**config.mk**
```make
export PLATFORM = sky130hd
export DESIGN_NAME = fsqrt_inv_newton
export DESIGN_NICKNAME = d
export VERILOG_FILES = /design/src/rtl/fsqrt_inv_newton.sv
export SDC_FILE = /design/constraint.sdc
export NUM_CORES = 2
export LEC_CHECK = 0
export ABC_CLOCK_PERIOD_IN_PS = 10500
export BUFFER_PORTS_ARGS = -buffer_cell sky130_fd_sc_hd__buf_4
export CAP_MARGIN = 30
export CORE_UTILIZATION = 60
export DETAILED_ROUTE_END_ITERATION = 16
export PLACE_DENSITY_LB_ADDON = 0.05
export SETUP_SLACK_MARGIN = 0.2
export SLEW_MARGIN = 20
export SYNTH_ARGS = -nofsm -noshare
export SYNTH_HDL_FRONTEND = slang
export SYNTH_SLANG_ARGS = --single-unit
export TNS_END_PERCENT = 20
```
**constraint.sdc**
```tcl
create_clock -name clk -period 10.5 [get_ports clk]
set_input_delay 0.525 -clock clk [delete_from_list [all_inputs] [get_ports clk]]
set_output_delay 0.525 -clock clk [all_outputs]
set_load 0.1 [all_outputs]
```
**src/rtl/fsqrt_inv_newton.sv**
```systemverilog
// fsqrt_inv_newton
//   Multi-cycle Newton-Raphson refinement of float32 1/sqrt(x). Takes the
//   operand x and a coarse seed y0 from the seed stage, runs ITER iterations
//   of r' = r*(3 - a*r*r)/2 on one shared Q2.W multiplier and packs the
//   refined r back into float32.
//
//   Ports
//     clk    clock
//     rst    synchronous active-high reset, also aborts an operation in flight
//     x      float32 operand, sampled on the accepting edge
//     y0     float32 seed, sampled on the accepting edge
//     ready  request, accepted on an edge where ready && !busy
//     busy   high from the accepting edge until the edge that raises valid
//     valid  one-cycle result strobe
//     y      result, held until the next result is written
//
//   Configuration macro
//     FSQRT_INV_RNE_EN  defined: round-to-nearest-even at pack time
//                       undefined: truncate (round toward zero)
module fsqrt_inv_newton #(
   parameter int ITER = 2,
   parameter int W    = 28
) (
   input  logic        clk,
   input  logic        rst,
   input  logic [31:0] x,
   input  logic [31:0] y0,
   input  logic        ready,
   output logic        busy,
   output logic        valid,
   output logic [31:0] y
);

   localparam int DW = W + 2;
   localparam logic [DW-1:0] THREE = {2'b11, {W{1'b0}}};

   typedef enum logic [2:0] {IDLE, SQ, MA, MR, PACK} state_t;

   state_t        state_q, state_d;
   logic [DW-1:0] a_q, a_d;
   logic [DW-1:0] r_q, r_d;
   logic [DW-1:0] acc_q, acc_d;
   logic [7:0]    ex_q, ex_d;
   logic [1:0]    iter_q, iter_d;
   logic          special_q, special_d;
   logic [31:0]   spVal_q, spVal_d;
   logic          valid_q, valid_d;
   logic [31:0]   y_q, y_d;

   // Operand decode: exponent parity decides whether the mantissa is
   // doubled so that the result exponent halves cleanly.
   logic [7:0]        xe, ye, exOut;
   logic [22:0]       xm, ym;
   logic signed [9:0] k, exFull;
   logic [DW-1:0]     aDec, rDec;

   assign xe     = x[30:23];
   assign xm     = x[22:0];
   assign ye     = y0[30:23];
   assign ym     = y0[22:0];
   assign k      = $signed({2'b00, xe}) - 10'sd127;
   assign exFull = 10'sd126 - (k >>> 1);
   assign exOut  = exFull[7:0];
   assign aDec   = k[0] ? {1'b1, xm, {(W-22){1'b0}}} : {2'b01, xm, {(W-23){1'b0}}};

   // Seed alignment: the seed's exponent tells us whether its mantissa sits
   // at 1.x or 0.1x relative to the result exponent; anything else is
   // treated as an unusable seed and replaced by 0.75.
   always_comb begin
      rDec = {4'b0011, {(W-2){1'b0}}};
      if (ye == exOut + 8'd1) begin
         rDec = {2'b01, ym, {(W-23){1'b0}}};
      end else if (ye == exOut) begin
         rDec = {3'b001, ym, {(W-24){1'b0}}};
      end
   end

   // Special operands are resolved at accept time; the datapath still runs
   // so that latency stays constant, and PACK substitutes the stored value.
   logic        spDec;
   logic [31:0] spValDec;

   always_comb begin
      spDec    = 1'b0;
      spValDec = 32'h0;
      if (xe == 8'hFF && xm != 23'h0) begin
         spDec    = 1'b1;
         spValDec = 32'h7FC00000;
      end else if (xe == 8'h00) begin
         spDec    = 1'b1;
         spValDec = {x[31], 8'hFF, 23'h0};
      end else if (x[31]) begin
         spDec    = 1'b1;
         spValDec = 32'h7FC00000;
      end else if (xe == 8'hFF) begin
         spDec    = 1'b1;
         spValDec = 32'h00000000;
      end
   end

   // The single shared multiplier: operands are steered by the FSM state,
   // and the product is truncated back to Q2.W.
   logic [DW-1:0]   mulA, mulB, keep, threeMinusU;
   logic [2*DW-1:0] prod;

   assign threeMinusU = THREE - acc_q;

   always_comb begin
      mulA = r_q;
      mulB = r_q;
      if (state_q == MA) begin
         mulA = a_q;
         mulB = acc_q;
      end else if (state_q == MR) begin
         mulA = r_q;
         mulB = threeMinusU;
      end
   end

   assign prod = {{DW{1'b0}}, mulA} * {{DW{1'b0}}, mulB};
   assign keep = prod[2*W+1:W];

   // Packing: r >= 1.0 means the leading one is at bit W and the exponent
   // goes up by one; otherwise the leading one is at bit W-1.
   logic        rHi;
   logic [22:0] truncMant;
   logic [7:0]  packExp;
   logic [31:0] packWord;

   assign rHi       = |r_q[W+1:W];
   assign truncMant = rHi ? r_q[W-1 -: 23] : r_q[W-2 -: 23];
   assign packExp   = rHi ? ex_q + 8'd1 : ex_q;

`ifdef FSQRT_INV_RNE_EN
   logic        guardBit, stickyBit, roundUp;
   logic [23:0] rounded;

   assign guardBit  = rHi ? r_q[W-24] : r_q[W-25];
   assign stickyBit = rHi ? |r_q[W-25:0] : |r_q[W-26:0];
   assign roundUp   = guardBit & (stickyBit | truncMant[0]);
   assign rounded   = {1'b0, truncMant} + {23'h0, roundUp};
   assign packWord  = {1'b0, packExp + {7'h0, rounded[23]}, rounded[22:0]};
`else
   logic unusedLowBits;

   assign unusedLowBits = ^r_q[W-25:0];
   assign packWord      = {1'b0, packExp, truncMant};
`endif

   logic unusedBits;
   assign unusedBits = ^{prod[2*DW-1:2*W+2], prod[W-1:0], y0[31]};

   // Next-state and datapath control. SQ and MA both write the scratch
   // register (t then u); MR consumes it to update r.
   always_comb begin
      state_d   = state_q;
      a_d       = a_q;
      r_d       = r_q;
      acc_d     = acc_q;
      ex_d      = ex_q;
      iter_d    = iter_q;
      special_d = special_q;
      spVal_d   = spVal_q;
      valid_d   = 1'b0;
      y_d       = y_q;
      case (state_q)
         IDLE: begin
            if (ready) begin
               a_d       = aDec;
               r_d       = rDec;
               acc_d     = '0;
               ex_d      = exOut;
               iter_d    = 2'd0;
               special_d = spDec;
               spVal_d   = spValDec;
               state_d   = SQ;
            end
         end
         SQ: begin
            acc_d   = keep;
            state_d = MA;
         end
         MA: begin
            acc_d   = keep;
            state_d = MR;
         end
         MR: begin
            r_d = keep >> 1;
            if (iter_q == 2'(ITER - 1)) begin
               state_d = PACK;
            end else begin
               iter_d  = iter_q + 2'd1;
               state_d = SQ;
            end
         end
         PACK: begin
            y_d     = special_q ? spVal_q : packWord;
            valid_d = 1'b1;
            state_d = IDLE;
         end
         default: state_d = IDLE;
      endcase
   end

   // State register; reset clears everything and drops any operation.
   always_ff @(posedge clk) begin
      if (rst) begin
         state_q   <= IDLE;
         a_q       <= '0;
         r_q       <= '0;
         acc_q     <= '0;
         ex_q      <= 8'h0;
         iter_q    <= 2'd0;
         special_q <= 1'b0;
         spVal_q   <= 32'h0;
         valid_q   <= 1'b0;
         y_q       <= 32'h0;
      end else begin
         state_q   <= state_d;
         a_q       <= a_d;
         r_q       <= r_d;
         acc_q     <= acc_d;
         ex_q      <= ex_d;
         iter_q    <= iter_d;
         special_q <= special_d;
         spVal_q   <= spVal_d;
         valid_q   <= valid_d;
         y_q       <= y_d;
      end
   end

   assign busy  = (state_q != IDLE);
   assign valid = valid_q;
   assign y     = y_q;

endmodule

```
# Word-level counts from Yosys, hierarchy flattened
# Index checks and enable logic that the tools add are counted.
# op_classes
n_addsub,6
mul,1
div_mod_pow,0
order_cmp,0
n_eq_ne,10
shift,0
n_mux,27
bitwise,0
reduce_logical,13
# op_table
cell,count
30-bit two-way mux,7
30-bit case mux with 2 select lines,2
32-bit two-way mux,3
30-bit by 30-bit multiplier with 58-bit output,1
31-bit two-way mux,1
30-bit subtractor (first input constant),1
27-bit two-way mux,1
23-bit two-way mux,1
23-bit nonzero test,1
8-bit by 1-bit adder with 8-bit output (second input constant),2
8-bit equality test,2
3-bit case mux with 4 select lines,1
8-bit by 7-bit subtractor with 9-bit output (second input constant),1
8-bit equality test (second input constant),1
8-bit logical NOT,1
8-bit two-way mux,1
8-bit subtractor (first input constant),1
3-bit by 2-bit equality test with 1-bit output (second input constant),2
3-bit two-way mux,2
2-bit AND reduction,3
1-bit two-way mux,5
2-bit two-way mux,2
2-bit inequality test (second input constant),2
2-bit case mux with 2 select lines,1
other kinds (10),12
# word_totals
ff_bits,169
latch_bits,0
ram_bits,0
romBits,0
in_bits,67
out_inout_bits,34
elab_cells,67
mem_count,0

# Depth between registers and ports, before layout
# depth
depth_word,7
depth_mapped,39
mapped_depth_nobuf,36

# Worst setup path after synthesis
# Ideal clock, no wire load.
# synth_timing
path_kind,register to register
from,register acc_q[2]
to,register r_q[28]
setup_ns,0.128
arrival_time_ns,9.422
required_time_ns,10.372
setup_slack_ns,0.950
path_stages_with_launch,36
path_buffers,2
synth_period_minus_slack_ns,9.550
cell_sequence,dfxtp_1 buf_2 or3_1 or3b_1 or2_4 or3_4 nor4_1 xnor2_1 o22ai_2 nor2_1 clkbuf_1 nand2_1 fa_1 fa_1 inv_1 fa_1 inv_1 fa_1 inv_1 fa_1 fa_1 fa_1 inv_1 fa_1 inv_1 ha_1 nand2_1 nor4_1 nand3_1 o21ai_0 a221oi_1 o41ai_1 a21boi_0 xnor2_1 a222oi_1 nor2_1
# synth_between
elab_chain_len,5
# synth_lines
item,line_no,source
"start, declared",42,"logic [DW-1:0] acc_q, acc_d;"
"start signal, assigned",211,acc_q <= '0;
"start signal, assigned",222,acc_q <= acc_d;
30-bit subtractor,106,assign threeMinusU = THREE - acc_q;
30-bit two-way mux,114,end else if (state_q == MR) begin
30-bit two-way mux *,111,if (state_q == MA) begin
30-bit by 30-bit multiplier with 58-bit output *,120,"assign prod = {{DW{1'b0}}, mulA} * {{DW{1'b0}}, mulB};"
30-bit case mux with 2 select lines *,166,case (state_q)
"end signal, assigned",221,r_q <= r_d;
"end, declared",41,"logic [DW-1:0] r_q, r_d;"
# Every way passes the cells marked *; elsewhere a longest branch is shown, timed or not.
# A chain may end at the register's enable or synchronous reset.

# Worst setup path in the final report
# layout_timing
from,register acc_q[3]
to,register r_q[15]
# Same word-level chain as after synthesis.

==> run summary <==
status - finished, final reports clean
CTS root buffer - clkbuf_16
layout overhead on the synthesized area - 8.48%
crit path DAT - 10.31 ns
CTS Hold Bufs - 0
fill cell count - 5264
Final Cycle Share - 95.3%
skew final - 0.00697 ns
Critical Path Most Common Cell - fa_1
WL/cell - 22.8 um
Total GRT Usage - 40.2%
core area - 0.0591 mm^2
Setup TNS - 0 ns
clk_lat worst skew - 0.42 ns
Slew @ Worst Pin - 1.11 ns
Avg Vias per Cell - 5.82
largest net degree at the start of global routing - 86
clock sinks - 134
# setup viols final - 0
Final Hold Fails - 0
row count - 89
RSZ-0062 raised after global routing - no
first-pass GRT wire length - 180 mm
Max Buffers Root-to-Sink - 2
slowest CP cell - fa_1
relative slew slack - 25.6%
sequential area share after synthesis - 7.46%
buffers added on ports - 99
routability cong. - 1.07
asr flop ratio synth - 0%
Sequential cell area - 0.00268 mm^2
Slowest Stage Delay on Critical Path - 0.59 ns
Die Width - 247 um
Leak - 19.4 nW
drt first pass iters - 6
Max Slew Vio Count - 0
synth unique cells - 88
share of cells above drive strength 1 - 8.91%
io pins - 101
EDFF count, synth - 0
nature of the critical path endpoint - flip-flop
Iter 0 DRT Violations - 2814
hold crit path type - in2reg
DR DRC count - 0
Final Net Count - 5471
initial antenna violation count - 3
YS warnings - 0
Antenna diodes - 0
Syn Area/Cell - 8.34 um^2
total die area - 0.0609 mm^2
mapped cell area - 0.0360 mm^2
die height - 247 um
Max Cap Viol - 0
H-tree Lvls - 4
number of buffers created by CTS - 17
number of global-route vias before repair - 30100
via count - 30100
clk slew on worst S/H paths - 0.06 ns
Seq cells post-synth - 134
Mapped Nets - 5394
final WL - 118 mm
Syn Inst Count - 4313
crit start category - flip-flop
Multi-input gate area - 0.0293 mm^2
crit path kind - reg2reg
CP max FO - 22
Starting Density - 60.8%
Crit path required time - 10.80 ns
peak supply drop - 0.000192 V
Pwr Total - 0.00692 W
Synth Flop Type - dfxtp_1
min Tclk post-route - 10.01 ns
antenna viol nets, final - 0
detailed placer's ending HPWL - 98.3 mm
CTS tree - yes
Fmax - 0.0999 GHz
pwr dens - 177 mW/mm^2
GRT overflow - 0
## state kept, by name (all words and copies together), names as in the netlist
register,flops
a_q,25
acc_q,30
ex_q,8
iter_q,2
r_q,29
spVal_q,3
special_q,1
state_q,3
valid,1
y,32
## placed cells by master (no fill, tap or decap), types with 7 or more instances in the layout
cell	Yosys	layout
a211oi_1	40	40
a21o_1	31	31
a21oi_1	124	119
a221oi_1	11	11
a22o_1	23	23
a22oi_1	8	8
a31oi_1	9	9
and2_1	38	38
and3_1	18	18
buf_4	2	276
clkbuf_16	0	17
dfxtp_1	134	133
fa_1	778	776
ha_1	236	232
inv_1	879	879
mux2i_1	71	67
nand2_1	702	701
nand2b_1	20	19
nand3_1	39	39
nand4_1	22	22
nor2_1	513	508
nor3_1	61	60
nor4_1	13	11
o211ai_1	12	12
o21a_1	13	13
o21ai_0	71	66
o21ai_1	3	8
o22a_1	8	7
o22ai_1	8	8
or2_2	11	10
xnor2_1	58	58
xor2_1	31	30
## final cells by class
class | instances | area share (%)
Multi-Input combinational cell | 3073 | 75.1
Inverter | 879 | 8.46
Sequential cell | 134 | 6.88
Timing Repair Buffer | 285 | 5.69
Tap cell | 773 | 2.48
Clock buffer | 24 | 1.21
Clock inverter | 5 | 0.192
## final timing paths
kind | depth (start not counted) | end | slack (ns) | startpoint
max | 34 | r_q[15]$_SDFFE_PP0P_ | 0.49 | acc_q[3]$_SDFFE_PP0P_
min | 3 | r_q[19]$_SDFFE_PP0P_ | 0.34 | y0[14]
max reg2reg | 34 | r_q[15]$_SDFFE_PP0P_ | 0.49 | acc_q[3]$_SDFFE_PP0P_
min reg2reg | 2 | spVal_q[31]$_SDFFE_PP0P_ | 0.45 | spVal_q[31]$_SDFFE_PP0P_
## critical path, delay by kind of cell, from the launching register on
family	cells	cell delay [ns]
fa+ha+maj	9	4.22
compound gates	7	1.85
buf+inv	6	0.76
xor+xnor	2	0.21
simple gates	10	2.46
flops	1	0.36
## through the flow
step	setup slack, ns	cells	util [%]	hold WS (ns)	area, um^2
6_report	0.490	5173	66.0	0.338	39000
4_1_cts	0.156	5166	65.6	0.336	38800
3_5_place_dp	0.124	5137	64.6	0.447	38200
5_1_grt	0.182	5173	66.0	0.345	39000
2_1_floorplan	0.950	4313	-	0.432	36000
3_3_place_gp	0.234	5135	64.6	0.443	38200
## routing by layer
| metal | vias to the layer above | routed length, um | share of wire [%] | track usage, % |
|---|---|---|---|---|
| li1 | 13200 | - | - | - |
| met1 | 15100 | 45600 | 39 | 53.1 |
| met2 | 1468 | 53300 | 45 | 62.8 |
| met3 | 333 | 11000 | 9.3 | 6.74 |
| met4 | 4 | 8040 | 6.8 | 22.6 |
| met5 | - | 23 | 0.019 | 0 |
## kinds of logic after synthesis
logic type      Yosys count  synth area share [%]
buf+inv                1106                  11.7
simple gates           1480                  17.2
mux                      72                  2.01
flops                   134                  7.46
xor+xnor                 92                  2.34
compound gates          415                  7.80
fa+ha+maj              1014                  51.5
## Yosys cell counts, drive strengths merged (20+ instances only)
library cell,n,share of area [%]
nand4,22,0.38
nor3,63,0.90
a21oi,124,1.7
o21ai,76,1.1
xnor2,59,1.5
a211oi,42,0.90
nor2,513,5.4
clkbuf,193,2.0
fa,778,43
buf,34,0.47
a22o,23,0.56
mux2i,71,2.0
ha,236,8.2
a21o,31,0.65
xor2,31,0.76
dfxtp,134,7.5
and2,38,0.66
nand2b,20,0.35
nand2,703,7.3
nand3,39,0.54
inv,879,9.2
## where the power goes
group	internal (W)	total [W]	switching, W
sequential	0.000569	0.000687	0.000118
combinational	0.00201	0.00567	0.00366
clock	0.000357	0.000570	0.000213
## what timing repair did
item                                    in CTS  in global routing
endpoints found under the setup margin       2                 38
buffers inserted                             0                  5
pin swaps                                    0                  5
gates cloned                                 0                  1
resized for setup                            1                 41
hold endpoints to repair                     0                  0
Power figures use the tool's default switching activity.
